<file path="src/rtl/video_modeswitch_pkg.sv">
// Shared encodings for the TV/VGA output-mode switch sequencer.
// Reused by any frame-synchronised controller that adopts the same state names.
package video_modeswitch_pkg;

  typedef enum logic [1:0] {
    IDLE      = 2'd0,
    WAIT_SYNC = 2'd1,
    PRE       = 2'd2,
    POST      = 2'd3
  } ms_state_e;

  localparam logic MODE_TV  = 1'b0;
  localparam logic MODE_VGA = 1'b1;

endpackage

</file>
<file path="src/rtl/video_modeswitch_if.sv">
// Signal bundle between the config registers, the mode-switch sequencer
// and the output mux.
interface video_modeswitch_if;
  import video_modeswitch_pkg::*;

  // Handshake: req_vga is a level. While busy is low, a difference between
  // req_vga and vga_on starts a sequence; busy stays high until the single
  // cycle in which done pulses. vga_on and blank only move on frame boundaries.
  logic      req_vga;
  logic      vsync;
  logic      vga_on;
  logic      blank;
  logic      busy;
  logic      done;
  ms_state_e state_dbg;

  modport master (
    output req_vga, vsync,
    input  vga_on, blank, busy, done, state_dbg
  );

  modport slave (
    input  req_vga, vsync,
    output vga_on, blank, busy, done, state_dbg
  );

endinterface

</file>
<file path="src/rtl/video_frame_strobe.sv">
// One-cycle frame-boundary strobe: registered vsync leading edge, or a
// synthetic boundary when no edge arrives within TIMEOUT cycles.
module video_frame_strobe #(
  parameter logic        VSYNC_ACTIVE = 1'b0,
  parameter logic [19:0] TIMEOUT      = 20'd700000
) (
  input  logic clk,
  input  logic rst,
  input  logic vsync,
  input  logic clr,
  output logic fb
);

  localparam logic VS_IDLE = ~VSYNC_ACTIVE;

  logic        vs_r;
  logic        vs_d;
  logic [19:0] timer;

  always_ff @(posedge clk) begin
    if (rst) begin
      vs_r  <= VS_IDLE;
      vs_d  <= VS_IDLE;
      timer <= '0;
    end else begin
      vs_r <= vsync;
      vs_d <= vs_r;
      if (clr || fb) begin
        timer <= '0;
      end else if (timer != '1) begin
        timer <= timer + 20'd1;
      end
    end
  end

  // A stopped sync generator still yields one boundary every TIMEOUT cycles.
  assign fb = ((vs_r == VSYNC_ACTIVE) && (vs_d != VSYNC_ACTIVE)) ||
              (timer == TIMEOUT - 20'd1);

endmodule

</file>
<file path="src/rtl/video_modeswitch.sv">
// Sequences a TV/VGA select change: wait for a frame boundary, blank for
// BLANK_PRE frames, flip vga_on, blank for BLANK_POST frames, unblank.
module video_modeswitch
  import video_modeswitch_pkg::*;
#(
  parameter logic        VSYNC_ACTIVE = 1'b0,
  parameter int          BLANK_PRE    = 2,
  parameter int          BLANK_POST   = 2,
  parameter logic [19:0] TIMEOUT      = 20'd700000
) (
  input logic               clk,
  input logic               rst,
  video_modeswitch_if.slave vif
);

  if (BLANK_PRE < 1 || BLANK_PRE > 15) begin : g_bad_pre
    $error("video_modeswitch: BLANK_PRE must be within 1..15");
  end
  if (BLANK_POST < 1 || BLANK_POST > 15) begin : g_bad_post
    $error("video_modeswitch: BLANK_POST must be within 1..15");
  end

  localparam logic [3:0] PRE_LAST  = 4'(BLANK_PRE - 1);
  localparam logic [3:0] POST_LAST = 4'(BLANK_POST - 1);

  ms_state_e  state;
  logic [3:0] cnt;
  logic       target;
  logic       req_r;
  logic       vga_on;
  logic       blank;
  logic       busy;
  logic       done;
  logic       fb;

  // The timer only runs while a sequence is in flight; every non-IDLE state
  // change coincides with fb, which clears it anyway.
  video_frame_strobe #(
    .VSYNC_ACTIVE (VSYNC_ACTIVE),
    .TIMEOUT      (TIMEOUT)
  ) u_strobe (
    .clk   (clk),
    .rst   (rst),
    .vsync (vif.vsync),
    .clr   (state == IDLE),
    .fb    (fb)
  );

  always_ff @(posedge clk) begin
    if (rst) begin
      state  <= IDLE;
      cnt    <= '0;
      target <= MODE_TV;
      req_r  <= MODE_TV;
      vga_on <= MODE_TV;
      blank  <= 1'b0;
      busy   <= 1'b0;
      done   <= 1'b0;
    end else begin
      req_r <= vif.req_vga;
      done  <= 1'b0;
      case (state)
        IDLE: begin
          if (req_r != vga_on) begin
            target <= req_r;
            busy   <= 1'b1;
            state  <= WAIT_SYNC;
          end
        end
        WAIT_SYNC: begin
          if (fb) begin
            blank <= 1'b1;
            cnt   <= '0;
            state <= PRE;
          end
        end
        PRE: begin
          if (fb) begin
            if (cnt == PRE_LAST) begin
              vga_on <= target;
              cnt    <= '0;
              state  <= POST;
            end else begin
              cnt <= cnt + 4'd1;
            end
          end
        end
        POST: begin
          if (fb) begin
            if (cnt == POST_LAST) begin
              blank <= 1'b0;
              busy  <= 1'b0;
              done  <= 1'b1;
              state <= IDLE;
            end else begin
              cnt <= cnt + 4'd1;
            end
          end
        end
        default: state <= IDLE;
      endcase
    end
  end

  assign vif.vga_on    = vga_on;
  assign vif.blank     = blank;
  assign vif.busy      = busy;
  assign vif.done      = done;
  assign vif.state_dbg = state;

endmodule

</file>
<file path="src/flat_wrapper.sv">
// flat-port wrapper written by rule: the top's interface ports become plain ports
module video_modeswitch_flat import video_modeswitch_pkg::*;
#(
  parameter logic        VSYNC_ACTIVE = 1'b0,
  parameter int          BLANK_PRE    = 2,
  parameter int          BLANK_POST   = 2,
  parameter logic [19:0] TIMEOUT      = 20'd700000
)
  (clk, rst, vif_req_vga, vif_vsync, vif_vga_on, vif_blank, vif_busy, vif_done, vif_state_dbg);
  video_modeswitch_if vif_i ();
  input logic clk;
  input logic rst;
  input wire logic [$bits(vif_i.req_vga)-1:0] vif_req_vga;
  input wire logic [$bits(vif_i.vsync)-1:0] vif_vsync;
  output wire logic [$bits(vif_i.vga_on)-1:0] vif_vga_on;
  output wire logic [$bits(vif_i.blank)-1:0] vif_blank;
  output wire logic [$bits(vif_i.busy)-1:0] vif_busy;
  output wire logic [$bits(vif_i.done)-1:0] vif_done;
  output wire logic [$bits(vif_i.state_dbg)-1:0] vif_state_dbg;
  assign vif_i.req_vga = vif_req_vga;
  assign vif_i.vsync = vif_vsync;
  assign vif_vga_on = vif_i.vga_on;
  assign vif_blank = vif_i.blank;
  assign vif_busy = vif_i.busy;
  assign vif_done = vif_i.done;
  assign vif_state_dbg = vif_i.state_dbg;
  video_modeswitch #(.VSYNC_ACTIVE(VSYNC_ACTIVE), .BLANK_PRE(BLANK_PRE), .BLANK_POST(BLANK_POST), .TIMEOUT(TIMEOUT)) u_core (.clk(clk), .rst(rst), .vif(vif_i));
endmodule
</file>
<file path="config.mk">
export PLATFORM = sky130hd
export DESIGN_NAME = video_modeswitch_flat
export DESIGN_NICKNAME = d
export VERILOG_FILES = /design/src/rtl/video_modeswitch_pkg.sv /design/src/rtl/video_modeswitch_if.sv /design/src/rtl/video_frame_strobe.sv /design/src/rtl/video_modeswitch.sv /design/src/flat_wrapper.sv
export SDC_FILE = /design/constraint.sdc
export NUM_CORES = 1
export LEC_CHECK = 0
export BUFFER_PORTS_ARGS = -buffer_cell sky130_fd_sc_hd__buf_2
export CAP_MARGIN = 20
export CORE_MARGIN = 2
export CORE_UTILIZATION = 25
export DETAILED_ROUTE_END_ITERATION = 12
export GPL_ROUTABILITY_DRIVEN = 0
export GPL_TIMING_DRIVEN = 0
export SYNTH_ARGS = -nofsm -noshare
export SYNTH_HDL_FRONTEND = slang
export SYNTH_HIERARCHICAL = 1
export SYNTH_SLANG_ARGS = --single-unit
</file>
<file path="constraint.sdc">
create_clock -name clk -period 3.38 [get_ports clk]
set_input_delay 0.676 -clock clk [delete_from_list [all_inputs] [get_ports clk]]
set_output_delay 0.676 -clock clk [all_outputs]
set_load 0.02 [all_outputs]
</file>
Word-level counts from Yosys, hierarchy flattened --
Index checks and enable logic that the tools add are counted.
Storage, ports and cells: register bits 34, bits in latches 0, memory bits (writable) 0, memory bits (read-only) 0, input bits 4, output and inout bits 6, word-level logic and storage cells 65, memories kept 0
Operators by class: add/subtract/negate cells 2, multiply operators 0, divide/modulo/power cells 0, $lt $le $gt $ge 0, eq/ne operators 14, shift-type cells 0, multiplexer cells 20, bitwise logic cells 3, reductions and logical operators 15
Operator list (number):
- $add A20 B1 Y20 const B | 1
- $eq A20 B20 Y1 const B | 1
- $mux W4 | 5
- $ne A20 B20 Y1 const B | 1
- $mux W2 | 6
- $pmux W4 S3 | 1
- $ne A2 B2 Y1 const B | 4
- $pmux W2 S4 | 1
- $reduce_and A4 Y1 | 2
- $ne A2 B1 Y1 const B | 3
- $reduce_and A6 Y1 | 1
- $mux W1 | 5
- $reduce_and A5 Y1 | 1
- $add A4 B1 Y4 const B | 1
- $eq A2 B2 Y1 const B | 2
- $eq A4 B1 Y1 const B | 1
- $pmux W1 S2 | 2
- $reduce_bool A2 Y1 | 2
- $not A1 Y1 | 3
- $reduce_and A3 Y1 | 1
- $reduce_bool A3 Y1 | 1
- $reduce_or A3 Y1 | 1
- $eq A2 B1 Y1 const B | 1
- $logic_not A2 Y1 | 1
- 5 further kinds | 6

Longest topological paths before layout --
word-level depth 5, mapped depth 9, mapped depth without buffers 8

Hierarchy --
Netlist, hierarchy kept.
Modules (own cells, without submodules):
- video_frame_strobe | instances 1, cells an instance 132, area each 1126.1 um^2, seq. area each 440.4 um^2
- video_modeswitch | instances 1, cells an instance 73, area each 676.9 um^2, seq. area each 240.2 um^2

Worst setup path before layout --
No wires, ideal clock.
path kind reg2reg, start point reg u_core.u_strobe.timer[0], end point reg u_core.state[0] (netlist: u_core/vif.state_dbg[0]), library setup time 122 ps, arrival time 2066 ps, data required time 3258 ps, path slack 1192 ps, stages on the path, launching flop included 9, path buffers 1, period minus slack after synthesis 2188 ps, cell sequence dfxtp_1 ha_1 and4_1 buf_2 nand2_1 o21ai_0 nand4bb_1 a21boi_1 o311a_1
On the way: cells in the longest elaborated chain, start to end 4, elaborated cells between the ends (all ways) 6, those cells by class eq/ne: 4; reduce/logical: 2
RTL lines:
- from (decl) | RTL line video_frame_strobe.sv:18 | logic [19:0] timer;
- from (signal assigned) | RTL line video_frame_strobe.sv:31 | timer <= timer + 20'd1;
- $eq A20 B20 Y1 (*) | RTL line video_frame_strobe.sv:38 | (timer == TIMEOUT - 20'd1);
- $logic_or A1 B1 Y1 (*) | RTL line video_frame_strobe.sv:37 | assign fb = ((vs_r == VSYNC_ACTIVE) && (vs_d != VSYNC_ACTIVE)) ||
- net u_core.fb | RTL line video_modeswitch.sv:34 | logic fb;
- $ne A2 B2 Y1 (no line)
- $reduce_and A6 Y1 (no line) (*)
- to (signal assigned) | RTL line video_modeswitch.sv:51 | state <= IDLE;
- to (signal assigned) | RTL line video_modeswitch.sv:67 | state <= WAIT_SYNC;
- to (signal assigned) | RTL line video_modeswitch.sv:74 | state <= PRE;
- to (decl) | RTL line video_modeswitch.sv:26 | ms_state_e state;
Mark *: on every way through the listed nets, which the timed path passes. The rest lies on a longest branch. A chain may end at the register's enable or synchronous reset.

Worst setup path after layout --
Same ends and word-level chain as after synthesis.

==> out/metrics.csv <==
stage,metric,value,unit
drt,DRT Pass-1 Iters,4,
sta,setup TNS,0,ns
sta,# setup viols final,0,
drt,vias per cell,5.01,
clock_tree,CTS Buf Count,5,
clock_tree,hold buffer count at CTS,0,
worst_setup_path,Setup CP Type,flop to flop,
sta,Final Skew,0.00402,ns
floorplanning,die area,0.00791,mm2
flow_run,MaxCap Viol Count,0,
global_routing,Total GRT Usage,0.105,
clock_tree,clk sinks,34,
drt,DR iter-0 viols,55,
worst_setup_path,"Largest delay share family, worst path",compound AO/OA/AOI/OAI gates,
synth,Mapped Area,0.00180,mm2
global_routing,first-pass GRT wire length,6.60,mm
synth,dominant synthesized flop cell,dfxtp_1,
worst_setup_path,startpoint class of the critical path,flop,
synth,"EDFF count, synth",0,
global_routing,largest net degree at the start of global routing,11,
worst_setup_path,"Data required, critical path",3.55,ns
clock_tree,clock latency at the later pin of the worst-skew pair,0.28,ns
sta,Final Hold Vio Count,0,
floorplanning,Initial Util,0.262,
floorplanning,Ports,10,
clock_tree,H-tree Lvls,2,
global_routing,antenna violations before repair,0,
global_routing,grt ovf,0,
cells_and_area,nets@finish,232,
clock_tree,root buf cell,clkbuf_8,
synth,Synth Area per Inst,8.80,um2
drt,vias post-DR,1592,
cells_and_area,# diodes,0,
sta,Period minus WS final,2.66,ns
clock_tree,CTS tree,yes,
clock_tree,Clock Tree Buf Depth,2,
floorplanning,Rows,30,
pwr,Leak Pwr,0.698,nW
hold_path,Min-Delay Path Class,flop to flop,
global_routing,vias in the first global route,1437,
sta,Rel. slew slack,0.612,
sta,max-slew violation count,0,
synth,synth top area cells,"dfxtp_1, ha_1, a21oi_1",
worst_setup_path,Buf/Inv on CP,1,
sta,Fmax,0.376,GHz
worst_setup_path,worst path cell trace,ha_1 > and4_1 > buf_2 > nand2_1 > o21ai_0 > nand4bb_1 > a21boi_1 > o311a_1,
worst_setup_path,Crit. End Element,flop,
sta,RSZ-0062 raised after global routing,no,
clock_tree,Worst-path clk slew,0.07,ns
synth,post-synth top area share,0.378,
worst_setup_path,WP data arrival,2.83,ns
synth,synth warn,6,
synth,Synth Instances,205,
pwr,Power Dens Cells,506,mW/mm2
synth,"Seq/Total Area, Yosys",0.378,
synth,asr flop ratio synth,0,
floorplanning,core area,0.00687,mm2
floorplanning,width of the die,88.9,um
sta,Final period util,0.786,
cells_and_area,Layout area overhead,14.2,%
synth,Synth cell types,58,
synth,Seq cells post-synth,34,
drt,number of routed nets with antenna violations,0,
drt,final WL,3.84,mm
synth,dominant cell type by area after synthesis,dfxtp_1,
outcome,status,finished clean,
place,hpwl dp,2.76,mm
pwr,Pwr Total,1.04,mW
drt,DRC,0,
cells_and_area,proportion of layout cells with a drive suffix above 1,0.180,
worst_setup_path,worst-path fanout max,10,
sta,actual transition at the worst max-transition pin,0.576,ns
worst_setup_path,Crit-path slowest cell,o21ai_0,
drt,wire per inst,12.1,um
clock_tree,post-CTS resize count,0,
place,Port Buffers,9,
floorplanning,die height,88.9,um
worst_setup_path,"slowest stage delay, CP",0.50,ns
pwr,VDD IR max,0.000151,V
synth,Mapped Nets,216,
clock_tree,post-CTS setup buffer count,0,
[sequential cells by signal, indices dropped and copies added, names as in the netlist]
name                   count
u_core/u_strobe/vs_r       1
u_core/req_r               1
u_core/target              1
u_core/vif.vga_on          1
u_core/vif.done            1
u_core/u_strobe/timer     20
u_core/cnt                 4
u_core/vif.busy            1
u_core/vif.state_dbg       2
u_core/vif.blank           1
u_core/u_strobe/vs_d       1
[final timing paths]
| kind | cells past startpoint | endpoint | start | slack (ns) |
|---|---|---|---|---|
| setup / recovery | 8 | u_core/vif.state_dbg[0] | u_core/u_strobe/timer[0] | 0.72 |
| hold reg to reg | 1 | u_core/u_strobe/vs_d | u_core/u_strobe/vs_r | 0.44 |
| setup reg to reg | 8 | u_core/vif.state_dbg[0] | u_core/u_strobe/timer[0] | 0.72 |
| hold / removal | 1 | u_core/u_strobe/vs_d | u_core/u_strobe/vs_r | 0.44 |
[kinds of logic after synthesis]
kind of cell               after synthesis  synth area share
AOI/OAI and AO/OA                       57             0.217
muxes                                    1           0.00555
xor gates and xnor gates                 1           0.00486
buffers and inverters                   15            0.0423
adders and majority gates                7            0.0486
DFF                                     34             0.378
and+or+nand+nor                         90             0.304
[per-stage QoR]
step | util | hold WS, ns | cells | instance area, um2 | setup slack, ns
after global placement | 0.287 | 0.416 | 310 | 1970 | 0.725
after detailed placement | 0.287 | 0.422 | 310 | 1970 | 0.705
final | 0.300 | 0.437 | 318 | 2060 | 0.723
after CTS | 0.300 | 0.441 | 318 | 2060 | 0.693
after global routing | 0.300 | 0.461 | 318 | 2060 | 0.426
after floorplan | - | 0.408 | 205 | 1800 | 1.19
[layout by cell type, fill, tap and decap left out, drive strengths merged, types with 2 or more instances in the layout]
cell type | Yosys | routed
a21boi | 2 | 2
a21oi | 17 | 17
a311oi | 3 | 3
a31oi | 6 | 6
a41oi | 2 | 2
and2 | 3 | 3
and3 | 6 | 6
and4 | 3 | 3
buf | 5 | 14
clkbuf | 4 | 11
dfxtp | 34 | 34
ha | 7 | 7
inv | 6 | 6
nand2 | 9 | 9
nand2b | 7 | 7
nand3 | 12 | 12
nand4 | 5 | 5
nor2 | 12 | 12
nor2b | 2 | 2
nor3 | 12 | 12
nor3b | 3 | 3
o211ai | 2 | 2
o21ai | 10 | 10
o21bai | 3 | 3
o2bb2ai | 2 | 2
o31ai | 4 | 4
or2 | 4 | 4
or3 | 2 | 2
or4 | 5 | 5
[power breakdown]
part           internal [mW]  leakage [nW]  switching [mW]
Sequential             0.428         0.276          0.0246
Combinational          0.111         0.374           0.172
Clock                  0.164        0.0482           0.143
[per-layer routing]
metal  up-vias  global-route usage  share of wire
met5         -                   0              0
li1        804                   -              -
met4         0              0.0289         0.0065
met3         3              0.0286          0.049
met1       747               0.141           0.48
met2        38               0.166           0.46
[worst register-to-register path, stage by stage, from the launching register on]
cell	delay [ns]
dfxtp_1	0.37
ha_1	0.24
and4_1	0.26
buf_2	0.24
nand2_1	0.14
o21ai_0	0.50
nand4bb_1	0.26
a21boi_1	0.23
o311a_1	0.30
[final cells by class]
class	instances	area [um2]
clock inverter	1	5.00
timing repair buffer	9	45.0
inverter	6	22.5
sequential	34	681
tap	96	120
clock buffer	7	86.3
multi-input combinational	156	1050
fill	723	4810
buffer	9	53.8
[synthesized netlist by cell type, types with 2 or more instances]
master,count
a21oi_1,16
a311oi_1,3
a31oi_1,6
a41oi_1,2
and2_1,2
and3_1,3
and3_2,3
and4_1,3
buf_2,2
clkbuf_2,2
dfxtp_1,34
ha_1,7
inv_1,6
nand2_1,9
nand2b_1,7
nand3_1,12
nand4_1,4
nor2_1,11
nor2b_1,2
nor3_1,12
nor3b_1,3
o211ai_1,2
o21ai_0,7
o21ai_1,2
o21bai_1,3
o2bb2ai_2,2
o31ai_1,4
or2_2,3
or4_1,4
Power figures use the tool's default switching activity.
